$ cat config.mk
export PLATFORM = sky130hd
export DESIGN_NAME = pe2ddr_sched
export DESIGN_NICKNAME = d
export VERILOG_FILES = /design/src/rtl/pe2ddr_sched.sv
export SDC_FILE = /design/constraint.sdc
export NUM_CORES = 1
export LEC_CHECK = 0
export ABC_AREA = 1
export CAP_MARGIN = 20
export CELL_PAD_IN_SITES_DETAIL_PLACEMENT = 0
export CELL_PAD_IN_SITES_GLOBAL_PLACEMENT = 1
export CORE_MARGIN = 4
export CORE_UTILIZATION = 40
export CTS_BUF_LIST = sky130_fd_sc_hd__clkbuf_16
export DETAILED_ROUTE_END_ITERATION = 8
export GPL_TIMING_DRIVEN = 1
export PLACE_DENSITY = 0.81
export SKIP_LAST_GASP = 1
export SYNTH_ARGS = -nofsm -noshare
export SYNTH_HDL_FRONTEND = slang
export SYNTH_SLANG_ARGS = --single-unit
export TNS_END_PERCENT = 1
$ cat constraint.sdc
create_clock -name clk -period 6.7 [get_ports clk]
set_clock_uncertainty 0.05 [all_clocks]
set_input_delay 1.005 -clock clk [delete_from_list [all_inputs] [get_ports clk]]
set_output_delay 1.005 -clock clk [all_outputs]
set_load 0.1 [all_outputs]
$ cat src/rtl/pe2ddr_sched.sv
// ============================================================================
// Module      : pe2ddr_sched
// Description : Queued write-back instruction scheduler driving the data
//               gatherer, accumulation buffer and DDR_CH DDR write channels.
// Revision    : 1.0 - initial release
// ============================================================================
`default_nettype none

module pe2ddr_sched #(
    parameter int DDR_CH     = 2,
    parameter int FIFO_DEPTH = 4,
    parameter int INST_W     = 64,
    parameter int DDR_ADDR_W = 32,
    parameter int BURST_W    = 16
) (
    input  logic                         clk,
    input  logic                         rst,
    input  logic [3:0]                   layer_type,
    input  logic [3:0]                   out_ch_seg,
    input  logic [7:0]                   img_width,
    input  logic [INST_W-1:0]            ins,
    input  logic                         ins_valid,
    output logic                         ins_ready,
    output logic                         dg_start,
    input  logic                         dg_done,
    output logic [3:0]                   dg_conf_pix_num,
    output logic [3:0]                   dg_conf_row_num,
    output logic [5:0]                   dg_conf_shift,
    output logic [1:0]                   dg_conf_pe_sel,
    output logic                         ab_start,
    input  logic                         ab_done,
    output logic [1:0]                   ab_conf_trans_type,
    output logic [7:0]                   ab_conf_trans_num,
    output logic [1:0]                   ab_conf_grp_sel,
    output logic [DDR_CH-1:0]            ddr_start,
    input  logic [DDR_CH-1:0]            ddr_done,
    output logic [DDR_CH*DDR_ADDR_W-1:0] ddr_st_addr,
    output logic [DDR_CH*BURST_W-1:0]    ddr_burst,
    output logic [DDR_CH*DDR_ADDR_W-1:0] ddr_step,
    output logic [DDR_CH*BURST_W-1:0]    ddr_burst_num,
    output logic                         busy,
    output logic                         err_opcode,
    output logic [15:0]                  issue_cnt
);

    localparam int c_PTR_W = $clog2(FIFO_DEPTH);
    localparam int c_CH_W  = (DDR_CH > 1) ? $clog2(DDR_CH) : 1;
    // Queue entries keep only the decoded fields: {opcode,buf_id,size,shift,st_addr}
    localparam int c_ENT_W = 56;

    typedef enum logic [1:0] {
        S_IDLE  = 2'd0,
        S_ISSUE = 2'd1,
        S_WAIT  = 2'd2
    } state_t;

    state_t                r_state;
    logic [c_ENT_W-1:0]    r_mem [FIFO_DEPTH];
    logic [c_PTR_W:0]      r_wptr;
    logic [c_PTR_W:0]      r_rptr;
    logic                  r_illegal;
    logic [DDR_CH+1:0]     r_pending;

    logic                  w_empty;
    logic                  w_full;
    logic                  w_push;
    logic                  w_pop;
    logic [c_ENT_W-1:0]    w_ent_in;
    logic [c_ENT_W-1:0]    w_head;

    logic [3:0]            w_opcode;
    logic [5:0]            w_buf_id;
    logic [7:0]            w_size;
    logic [3:0]            w_row;
    logic [3:0]            w_pix;
    logic [5:0]            w_shift;
    logic [c_CH_W-1:0]     w_ch;
    logic [DDR_CH-1:0]     w_ch_oh;
    logic                  w_is_feat;
    logic                  w_is_param;
    logic                  w_is_illegal;
    logic                  w_dg_en;
    logic                  w_ab_en;

    logic [63:0]           w_pix_p1;
    logic [63:0]           w_size_p1;
    logic [63:0]           w_feat_burst;
    logic [63:0]           w_feat_step;
    logic [63:0]           w_prm_len;
    logic [63:0]           w_burst64;
    logic [63:0]           w_step64;
    logic [63:0]           w_bnum64;
    logic [63:0]           w_addr64;

    logic [DDR_CH+1:0]     w_done;
    logic [DDR_CH+1:0]     w_pend_next;
    logic                  w_unused;

    // ------------------------------------------------------------------
    // Instruction queue
    // ------------------------------------------------------------------
    assign w_empty  = (r_wptr == r_rptr);
    assign w_full   = (r_wptr[c_PTR_W] != r_rptr[c_PTR_W]) &&
                      (r_wptr[c_PTR_W-1:0] == r_rptr[c_PTR_W-1:0]);
    assign ins_ready = !w_full && !rst;
    assign w_push   = ins_valid && ins_ready;
    assign w_pop    = (r_state == S_IDLE) && !w_empty;
    assign w_ent_in = {ins[61:52], ins[47:40], ins[37:0]};
    assign w_head   = r_mem[r_rptr[c_PTR_W-1:0]];

    always_ff @(posedge clk) begin
        if (rst) begin
            r_wptr <= '0;
            r_rptr <= '0;
            for (int i = 0; i < FIFO_DEPTH; i++) begin
                r_mem[i] <= '0;
            end
        end else begin
            if (w_push) begin
                r_mem[r_wptr[c_PTR_W-1:0]] <= w_ent_in;
                r_wptr <= r_wptr + 1'b1;
            end
            if (w_pop) begin
                r_rptr <= r_rptr + 1'b1;
            end
        end
    end

    // ------------------------------------------------------------------
    // Decode of the queue head
    // ------------------------------------------------------------------
    assign w_opcode = w_head[55:52];
    assign w_buf_id = w_head[51:46];
    assign w_size   = w_head[45:38];
    assign w_row    = w_head[45:42];
    assign w_pix    = w_head[41:38];
    assign w_shift  = w_head[37:32];

    generate
        if (DDR_CH > 1) begin : g_ch_multi
            assign w_ch = w_buf_id[2 +: c_CH_W];
        end else begin : g_ch_single
            assign w_ch = '0;
        end
    endgenerate

    assign w_ch_oh      = DDR_CH'(1) << w_ch;
    assign w_is_feat    = (w_opcode[3:2] == 2'b00);
    assign w_is_param   = w_opcode[3];
    assign w_is_illegal = (w_opcode[3:2] == 2'b01);
    assign w_dg_en      = (w_opcode == 4'd0);
    assign w_ab_en      = w_is_feat;

    // Wide intermediates keep the products exact before port truncation
    assign w_pix_p1     = {60'd0, w_pix} + 64'd1;
    assign w_size_p1    = {56'd0, w_size} + 64'd1;
    assign w_feat_burst = (w_pix_p1 * {60'd0, out_ch_seg}) << 5;
    assign w_feat_step  = (w_pix_p1 * {56'd0, img_width}) << 5;
    assign w_prm_len    = layer_type[1] ? w_size_p1 : (w_size_p1 << 5);

    assign w_burst64 = w_is_param ? w_prm_len : w_feat_burst;
    assign w_step64  = w_is_param ? w_prm_len : w_feat_step;
    assign w_bnum64  = w_is_param ? (layer_type[0] ? 64'd2 : 64'd0)
                                  : {60'd0, w_row};
    assign w_addr64  = {32'd0, w_head[31:0]};

    assign w_done      = {ddr_done, ab_done, dg_done};
    assign w_pend_next = r_pending & ~w_done;

    assign busy = !w_empty || (r_state != S_IDLE);

    assign w_unused = &{1'b0, ins, layer_type[3:2]};

    // ------------------------------------------------------------------
    // Issue FSM with registered starts and configuration
    // ------------------------------------------------------------------
    always_ff @(posedge clk) begin
        if (rst) begin
            r_state            <= S_IDLE;
            r_illegal          <= 1'b0;
            r_pending          <= '0;
            dg_start           <= 1'b0;
            ab_start           <= 1'b0;
            ddr_start          <= '0;
            dg_conf_pix_num    <= '0;
            dg_conf_row_num    <= '0;
            dg_conf_shift      <= '0;
            dg_conf_pe_sel     <= '0;
            ab_conf_trans_type <= '0;
            ab_conf_trans_num  <= '0;
            ab_conf_grp_sel    <= '0;
            ddr_st_addr        <= '0;
            ddr_burst          <= '0;
            ddr_step           <= '0;
            ddr_burst_num      <= '0;
            err_opcode         <= 1'b0;
            issue_cnt          <= '0;
        end else begin
            dg_start  <= 1'b0;
            ab_start  <= 1'b0;
            ddr_start <= '0;
            case (r_state)
                S_IDLE: begin
                    if (w_pop) begin
                        r_state <= S_ISSUE;
                        if (w_is_illegal) begin
                            r_illegal  <= 1'b1;
                            err_opcode <= 1'b1;
                        end else begin
                            r_illegal <= 1'b0;
                            dg_start  <= w_dg_en;
                            ab_start  <= w_ab_en;
                            ddr_start <= w_ch_oh;
                            if (w_dg_en) begin
                                dg_conf_pix_num <= w_pix;
                                dg_conf_row_num <= w_row;
                                dg_conf_shift   <= w_shift;
                                dg_conf_pe_sel  <= layer_type[0] ? 2'b00 : w_buf_id[1:0];
                            end
                            if (w_ab_en) begin
                                ab_conf_trans_type <= w_opcode[1:0];
                                ab_conf_trans_num  <= w_size;
                                ab_conf_grp_sel    <= w_buf_id[1:0];
                            end
                            for (int c = 0; c < DDR_CH; c++) begin
                                if (w_ch_oh[c]) begin
                                    ddr_st_addr[c*DDR_ADDR_W +: DDR_ADDR_W]  <= w_addr64[DDR_ADDR_W-1:0];
                                    ddr_step[c*DDR_ADDR_W +: DDR_ADDR_W]     <= w_step64[DDR_ADDR_W-1:0];
                                    ddr_burst[c*BURST_W +: BURST_W]          <= w_burst64[BURST_W-1:0];
                                    ddr_burst_num[c*BURST_W +: BURST_W]      <= w_bnum64[BURST_W-1:0];
                                end
                            end
                        end
                    end
                end
                S_ISSUE: begin
                    // An illegal opcode passes through here only to return to IDLE
                    if (r_illegal) begin
                        r_illegal <= 1'b0;
                        r_state   <= S_IDLE;
                    end else begin
                        issue_cnt <= issue_cnt + 16'd1;
                        r_pending <= {ddr_start, ab_start, dg_start};
                        r_state   <= S_WAIT;
                    end
                end
                S_WAIT: begin
                    r_pending <= w_pend_next;
                    if (w_pend_next == '0) begin
                        r_state <= S_IDLE;
                    end
                end
                default: begin
                    r_state <= S_IDLE;
                end
            endcase
        end
    end

endmodule

`default_nettype wire

==> results.md, run 1 <==
- Port bufs: 260
- Critical-path top delay cell: fa_1
- Filler instances: roughly 4300
- Top Ports: 330
- CTS clk-pin slew, worst paths: 0.06 ns
- CTS buffer count: 44
- Final RePlAce weighted congestion: 0.867
- Setup_tns: 0 ns
- Crit path DAT: approximately 6 ns
- Detailed-route DRC error count: 0
- Max clock buf depth: 3
- Worst Max-Slew Pin Slew: 1.09 ns
- Routed Antenna Nets: 0
- Top_reg_cell synth: edfxtp_1
- Final hold viol count: 0
- Dominant cell type by area after synthesis: edfxtp_1
- Cell area after synthesis: 0.0188 mm^2
- Clk sink count: 402
- P&R area growth vs syn: 22.4%
- Via Count: 14900
- Biggest cell delay along the critical path: between 0.5 and 0.6 ns
- Initial Util: 0.404
- Post-Route Utilization: 0.495
- Vias in the first global route: 14400
- Max H-tree Level: 2
- Nets: 2464
- Root Buffer: clkbuf_16
- Post-placement cell count: 2876
- Final Max Slew Viols: 0
- CP Capture Type: flip-flop
- Clock latency on the worst-skew pair: 0.59 ns
- Post-DP HPWL: 35400 um
- Worst Hold Launch: err_opcode
- Most frequent CP cell: nand2_1
- Drt wl/cell: 17.9 um
- Initial antenna violation count: 4
- Final Setup Violations: 0
- Core ar.: between 0.04 and 0.05 mm^2
- Die Footprint: approximately 0.050 mm^2
- Post CTS Setup Buffer Count: 0
- Largest net degree at the start of global routing: 115
- Worst hold path depth: 2
- Worst Hold End: err_opcode
- Status: finished clean
- Wire length of the first global-routing pass: 81100 um
- CTS resizes: 0
- Reg2Reg Capture Point: ddr_step[13]
- Crit path buffers/inverters: 5
- Top cells by area, synth: edfxtp_1 34%, dfxtp_1 20%, nor2_1 7.4%, nand2_1 6.6%, inv_1 4.4%
- Ys Warns: 0
- Synth top area share: 0.339
- Num rows: about 80
- Max Freq: around 0.18 GHz
- TritonCTS clock tree: built
- Top post-synthesis cells by count: 372 x nor2_1, 329 x nand2_1, 219 x inv_1
- Crit path time final: 5.51 ns
- Die Span X: between 200 and 250 um
- GRT Overall Usage: 0.204
- Vias per std cell: 5.02
- Synth unique cells: 47
- Sequential share of the synthesized area: 0.542
- Share of cells above drive strength 1: 0.0510
- Seq cells post-synth: 402
- Final Cell Area: about 0.023 mm^2
- Die height: approximately 220 um
- Crit path max fanout: 52
- Cts hold-fix bufs: 0
- Reg2reg setup slack: 1.19 ns
- Setup crit start kind: flip-flop
- Drt total wl: 53100 um
- Most numerous cell in the Yosys netlist: nor2_1
- Kind of critical path: flip-flop to flip-flop
- Async set-or-reset flop fraction in the synthesized netlist: 0
- Max_cap viols: 0
- Hold Crit Class: flip-flop to flip-flop
- Crit path cell chain: inv_6 -> nand2_1 -> nand2_1 -> nand2_1 -> nand2_1 -> nand2_1 -> o21ai_1 -> and2_1 -> inv_2 -> nor2_1 -> fa_1 -> fa_1 -> inv_1 -> fa_1 -> inv_1 -> ha_1 -> a21oi_1 -> nand2_1 -> a21boi_0 -> nor2_1 -> o21ai_0 -> nand3_1 -> nand2_1 -> inv_1
- GR Overflow Total: 0
- Slew headroom: 0.268
- WP data required: around 7.1 ns
- Tcrit/Tclk final: 0.823
- RSZ-0062 raised after global routing: no
- Seq. cell area: 0.0102 mm^2
- Pre-Repair DR Iteration Count: 8
- Layout Cells excl Fill: 2963
- Delay-heaviest family, CP: adder cells
- Area occupied by multi-input gates: between 0.006 and 0.007 mm^2
- Iteration-0 DRC Markers: 1068
- Placed cell area: 0.0215 mm^2
- Reg2Reg Depth: 24
- Synthesized area per cell: about 8.9 um^2
- Cells after Synth: 2109
- EDFF count, synth: 212
[cell families (layout without fill, tap and decap cells)]
family,after synthesis,in the layout,share of synthesized area
AO/OA/AOI/OAI,404,404,0.124
XOR/XNOR,8,8,0.00373
adder cells (fa/ha/maj),62,62,0.0509
buffers and inverters,405,592,0.101
flip-flops,402,402,0.542
other,1,61,0.000200
AND/OR/NAND/NOR,827,827,0.178
[how the worst max path moves through the flow]
stage	from	endpoint	slack [ns]	depth (start not counted)
2_1_floorplan	rst	r_mem[3][0]	0.20	6
3_3_place_gp	flip-flop	ddr_step[45]	1.22	22
3_5_place_dp	flip-flop	ddr_step[13]	1.17	22
4_1_cts	flip-flop	ddr_step[13]	1.15	22
5_1_grt	flip-flop	ddr_step[13]	0.66	22
6_report	flip-flop	ddr_step[13]	1.19	24
[flip-flops by register name, summed over array words and instances (netlist names), named ones only]
| register | count |
|---|---|
| r_pending | 4 |
| r_state | 2 |
| dg_conf_pe_sel | 2 |
| ddr_st_addr | 64 |
| ab_start | 1 |
| issue_cnt | 16 |
| r_mem | 212 |
| ab_conf_grp_sel | 2 |
| dg_conf_row_num | 4 |
| ddr_step | 36 |
| r_illegal | 1 |
| err_opcode | 1 |
| dg_conf_shift | 6 |
| ab_conf_trans_type | 2 |
| r_rptr | 3 |
| r_wptr | 3 |
| ab_conf_trans_num | 8 |
| ddr_start | 2 |
| ddr_burst_num | 8 |
| dg_conf_pix_num | 4 |
| ddr_burst | 18 |
| dg_start | 1 |
[cell type report]
type,count,area share
Multi-Input combinational cell,1357,0.302
Inverter,228,0.0378
Clock inverter,38,0.0156
Sequential cell,402,0.443
Timing Repair Buffer,282,0.120
Clock buffer,44,0.0479
Antenna cell,5,0.000545
Tap cell,607,0.0331
[metal layers]
layer	vias to the layer above	track usage	routed length (um)
met5	-	0	0
met3	83	0.0332	3070
met1	7101	0.260	22300
met2	448	0.354	26300
met4	0	0.0696	1520
li1	7249	-	-
[metrics by stage]
stage	hold slack [ns]	setup WS [ns]
2_1_floorplan	0.391	0.200
3_3_place_gp	0.393	1.22
3_5_place_dp	0.400	1.17
4_1_cts	0.408	1.15
5_1_grt	0.441	0.664
6_report	0.409	1.19
[cell usage in the layout, fill, tap and decap left out, types with 36 or more instances in the layout]
| master | count |
|---|---|
| conb_1 | 56 |
| nand2_1 | 322 |
| inv_1 | 235 |
| clkbuf_16 | 44 |
| o21ai_0 | 145 |
| edfxtp_1 | 212 |
| nand3_1 | 76 |
| clkdlybuf4s50_1 | 259 |
| nor2_1 | 372 |
| ha_1 | 38 |
| dfxtp_1 | 189 |
| o21a_1 | 36 |
| a21oi_1 | 147 |
[worst min-delay path, stage by stage, from the launching register on]
cell	delay, ns
dfxtp_1	0.31
inv_1	0.05
a21oi_1	0.05
Power of run 1 is not shown: default switching activity piles up to over one toggle a cycle in this logic, so the estimate is an artifact.
==> run 2: changes to the inputs <==
==> constraint.sdc (replaced) <==
create_clock -name clk -period 5.52 [get_ports clk]
set_clock_uncertainty 0.05 [all_clocks]
set_input_delay 0.828 -clock clk [delete_from_list [all_inputs] [get_ports clk]]
set_output_delay 0.828 -clock clk [all_outputs]
set_load 0.1 [all_outputs]
==> results.md, run 2 (synthesis gave the netlist of run 1 again) <==
- Status: finished clean (unchanged)
- Crit path max fanout: 19 (was 52)
- Post-placement cell count: 2881 (was 2876)
- Wire length of the first global-routing pass: 82600 um (was 81100 um)
- Final Setup Violations: 0 (unchanged)
- TritonCTS clock tree: built (unchanged)
- Kind of critical path: flip-flop to flip-flop (unchanged)
- DP Worst Slack: 0.439 ns (was 1.17 ns)
- Layout Cells excl Fill: 2968 (was 2963)
- Reg2Reg Capture Point: ddr_step[10] (was ddr_step[13])
- Nets: 2469 (was 2464)
- Max_cap viols: 0 (unchanged)
- Vias per std cell: 5.07 (was 5.02)
- Slew headroom: 0.266 (was 0.268)
- Routed Antenna Nets: 0 (unchanged)
- Initial Util: 0.404 (unchanged)
- Final hold viol count: 0 (unchanged)
- Port bufs: 260 (unchanged)
- Post CTS Setup Buffer Count: 0 (unchanged)
- Post-DP HPWL: 35700 um (was 35400 um)
- Core ar.: 0.0465 mm^2 (unchanged)
- Iteration-0 DRC Markers: 1039 (was 1068)
- Crit path DAT: 5.38 ns (was 5.95 ns)
- CTS resizes: 0 (unchanged)
- Setup crit start kind: flip-flop (unchanged)
- GR Overflow Total: 0 (unchanged)
- Die height: 225 um (unchanged)
- CP Capture Type: flip-flop (unchanged)
- Top Ports: 330 (unchanged)
- Largest net degree at the start of global routing: 109 (was 115)
- P&R area growth vs syn: 22.2% (was 22.4%)
- Drt wl/cell: 18.1 um (was 17.9 um)
- Crit path to: ddr_step[10] (was ddr_step[13])
- Setup WS post-layout: 0.550 ns (was 1.19 ns)
- Drt total wl: 53700 um (was 53100 um)
- Reg2Reg Depth: 20 (was 24)
- Share of cells above drive strength 1: 0.0556 (was 0.0510)
- Max Freq: 0.201 GHz (was 0.181 GHz)
- Final RePlAce weighted congestion: 0.846 (was 0.867)
- Num rows: 79 (unchanged)
- Final Max Slew Viols: 0 (unchanged)
- Die Span X: 225 um (unchanged)
- Max clock buf depth: 3 (unchanged)
- Hold Crit Class: flip-flop to flip-flop (unchanged)
- RSZ-0062 raised after global routing: no (unchanged)
- Clk sink count: 402 (unchanged)
- Cts hold-fix bufs: 0 (unchanged)
- Commonest cells after routing, fill and taps aside: 372 x nor2_1, 322 x nand2_1, 258 x clkdlybuf4s50_1 (was 372 x nor2_1, 322 x nand2_1, 259 x clkdlybuf4s50_1)
- Crit path time final: 4.97 ns (was 5.51 ns)
- Largest regs: r_mem (212), ddr_st_addr (64), ddr_step (36) (unchanged)
- Clock latency on the worst-skew pair: 0.58 ns (was 0.59 ns)
- Vias in the first global route: 14700 (was 14400)
- Reg with most FFs: r_mem (unchanged)
- Max H-tree Level: 2 (unchanged)
- CTS clk-pin slew, worst paths: 0.06 ns (about the same)
- CTS buffer count: 44 (unchanged)
- WP data required: 5.93 ns (was 7.13 ns)
- Detailed-route DRC error count: 0 (unchanged)
- Max reg flops: 212 (unchanged)
- Initial antenna violation count: 5 (was 4)
- Die Footprint: 0.0505 mm^2 (unchanged)
- Root Buffer: clkbuf_16 (unchanged)
- Worst Max-Slew Pin Slew: 1.10 ns (was 1.09 ns)
- GRT Overall Usage: 0.207 (was 0.204)
- Setup_tns: 0 ns (unchanged)
- Pre-Repair DR Iteration Count: 5 (was 8)
- Most common cell after layout, fill and taps aside: nor2_1 (unchanged)
- Via Count: 15100 (was 14900)
- Reg2reg setup slack: 0.55 ns (was 1.19 ns)
- Filler instances: 4372 (was 4329)
- Tcrit/Tclk final: 0.900 (was 0.823)
## run 2: cell count changes in the layout (fill, tap and decap cells not counted), moves of 2 or more
| cell | previous run | this run |
|---|---|---|
| bufinv_16 | 5 | 1 |
| clkinvlp_4 | 2 | 0 |
| inv_1 | 235 | 228 |
| inv_6 | 2 | 4 |
| inv_2 | 5 | 10 |
| clkinv_1 | 6 | 9 |
| clkinv_2 | 4 | 7 |
| clkbuf_16 | 44 | 46 |
| buf_4 | 22 | 27 |
| clkinv_4 | 2 | 0 |
## run 2: area by class of cell
type	instances	area, um^2	area share
Clock buffer	46	1150	0.0502
Tap cell	607	759	0.0331
Timing Repair Buffer	287	2810	0.123
Antenna cell	5	12.5	0.000546
Multi-Input combinational cell	1357	6940	0.303
Clock inverter	36	214	0.00933
Inverter	228	868	0.0379
Sequential cell	402	10200	0.444
## run 2: critical path, cell delays in order (launching register included)
cell	delay [ns]
dfxtp_4	0.42
inv_6	0.15
nand2_1	0.07
nand2_1	0.06
nand2_1	0.06
nand2_1	0.13
ha_1	0.20
nand3_1	0.28
inv_1	0.24
nand2_1	0.10
fa_1	0.52
fa_1	0.54
fa_1	0.55
inv_1	0.04
ha_1	0.37
nand2_1	0.11
nand3_1	0.14
o21ai_0	0.51
nand3_1	0.15
nand2_1	0.10
inv_1	0.04
## run 2: how the worst min path moves through the flow
stage	startpoint	to	cells after the start
after floorplan	r_pending[2]	r_pending[2]	2
final	err_opcode	err_opcode	2
after detailed placement	err_opcode	err_opcode	2
after global routing	err_opcode	err_opcode	2
after global placement	err_opcode	err_opcode	2
after CTS	err_opcode	err_opcode	2
## run 2: routing by layer
metal	part of all wire	vias to the layer above	global-route usage
met5	0.00020	-	0
met1	0.42	7202	0.267
met2	0.48	483	0.351
met3	0.061	91	0.0343
li1	-	7272	-
met4	0.035	2	0.0771
## run 2: through the flow
stage                     cell area, um^2  hold slack [ns]  utilization
after floorplan                     19000            0.391            -
after global placement              21600            0.391        0.464
after detailed placement            21600            0.392        0.464
after CTS                           22900            0.401        0.493
after global routing                22900            0.415        0.494
final                               22900            0.400        0.494
Power of run 2 is left out for the same reason.
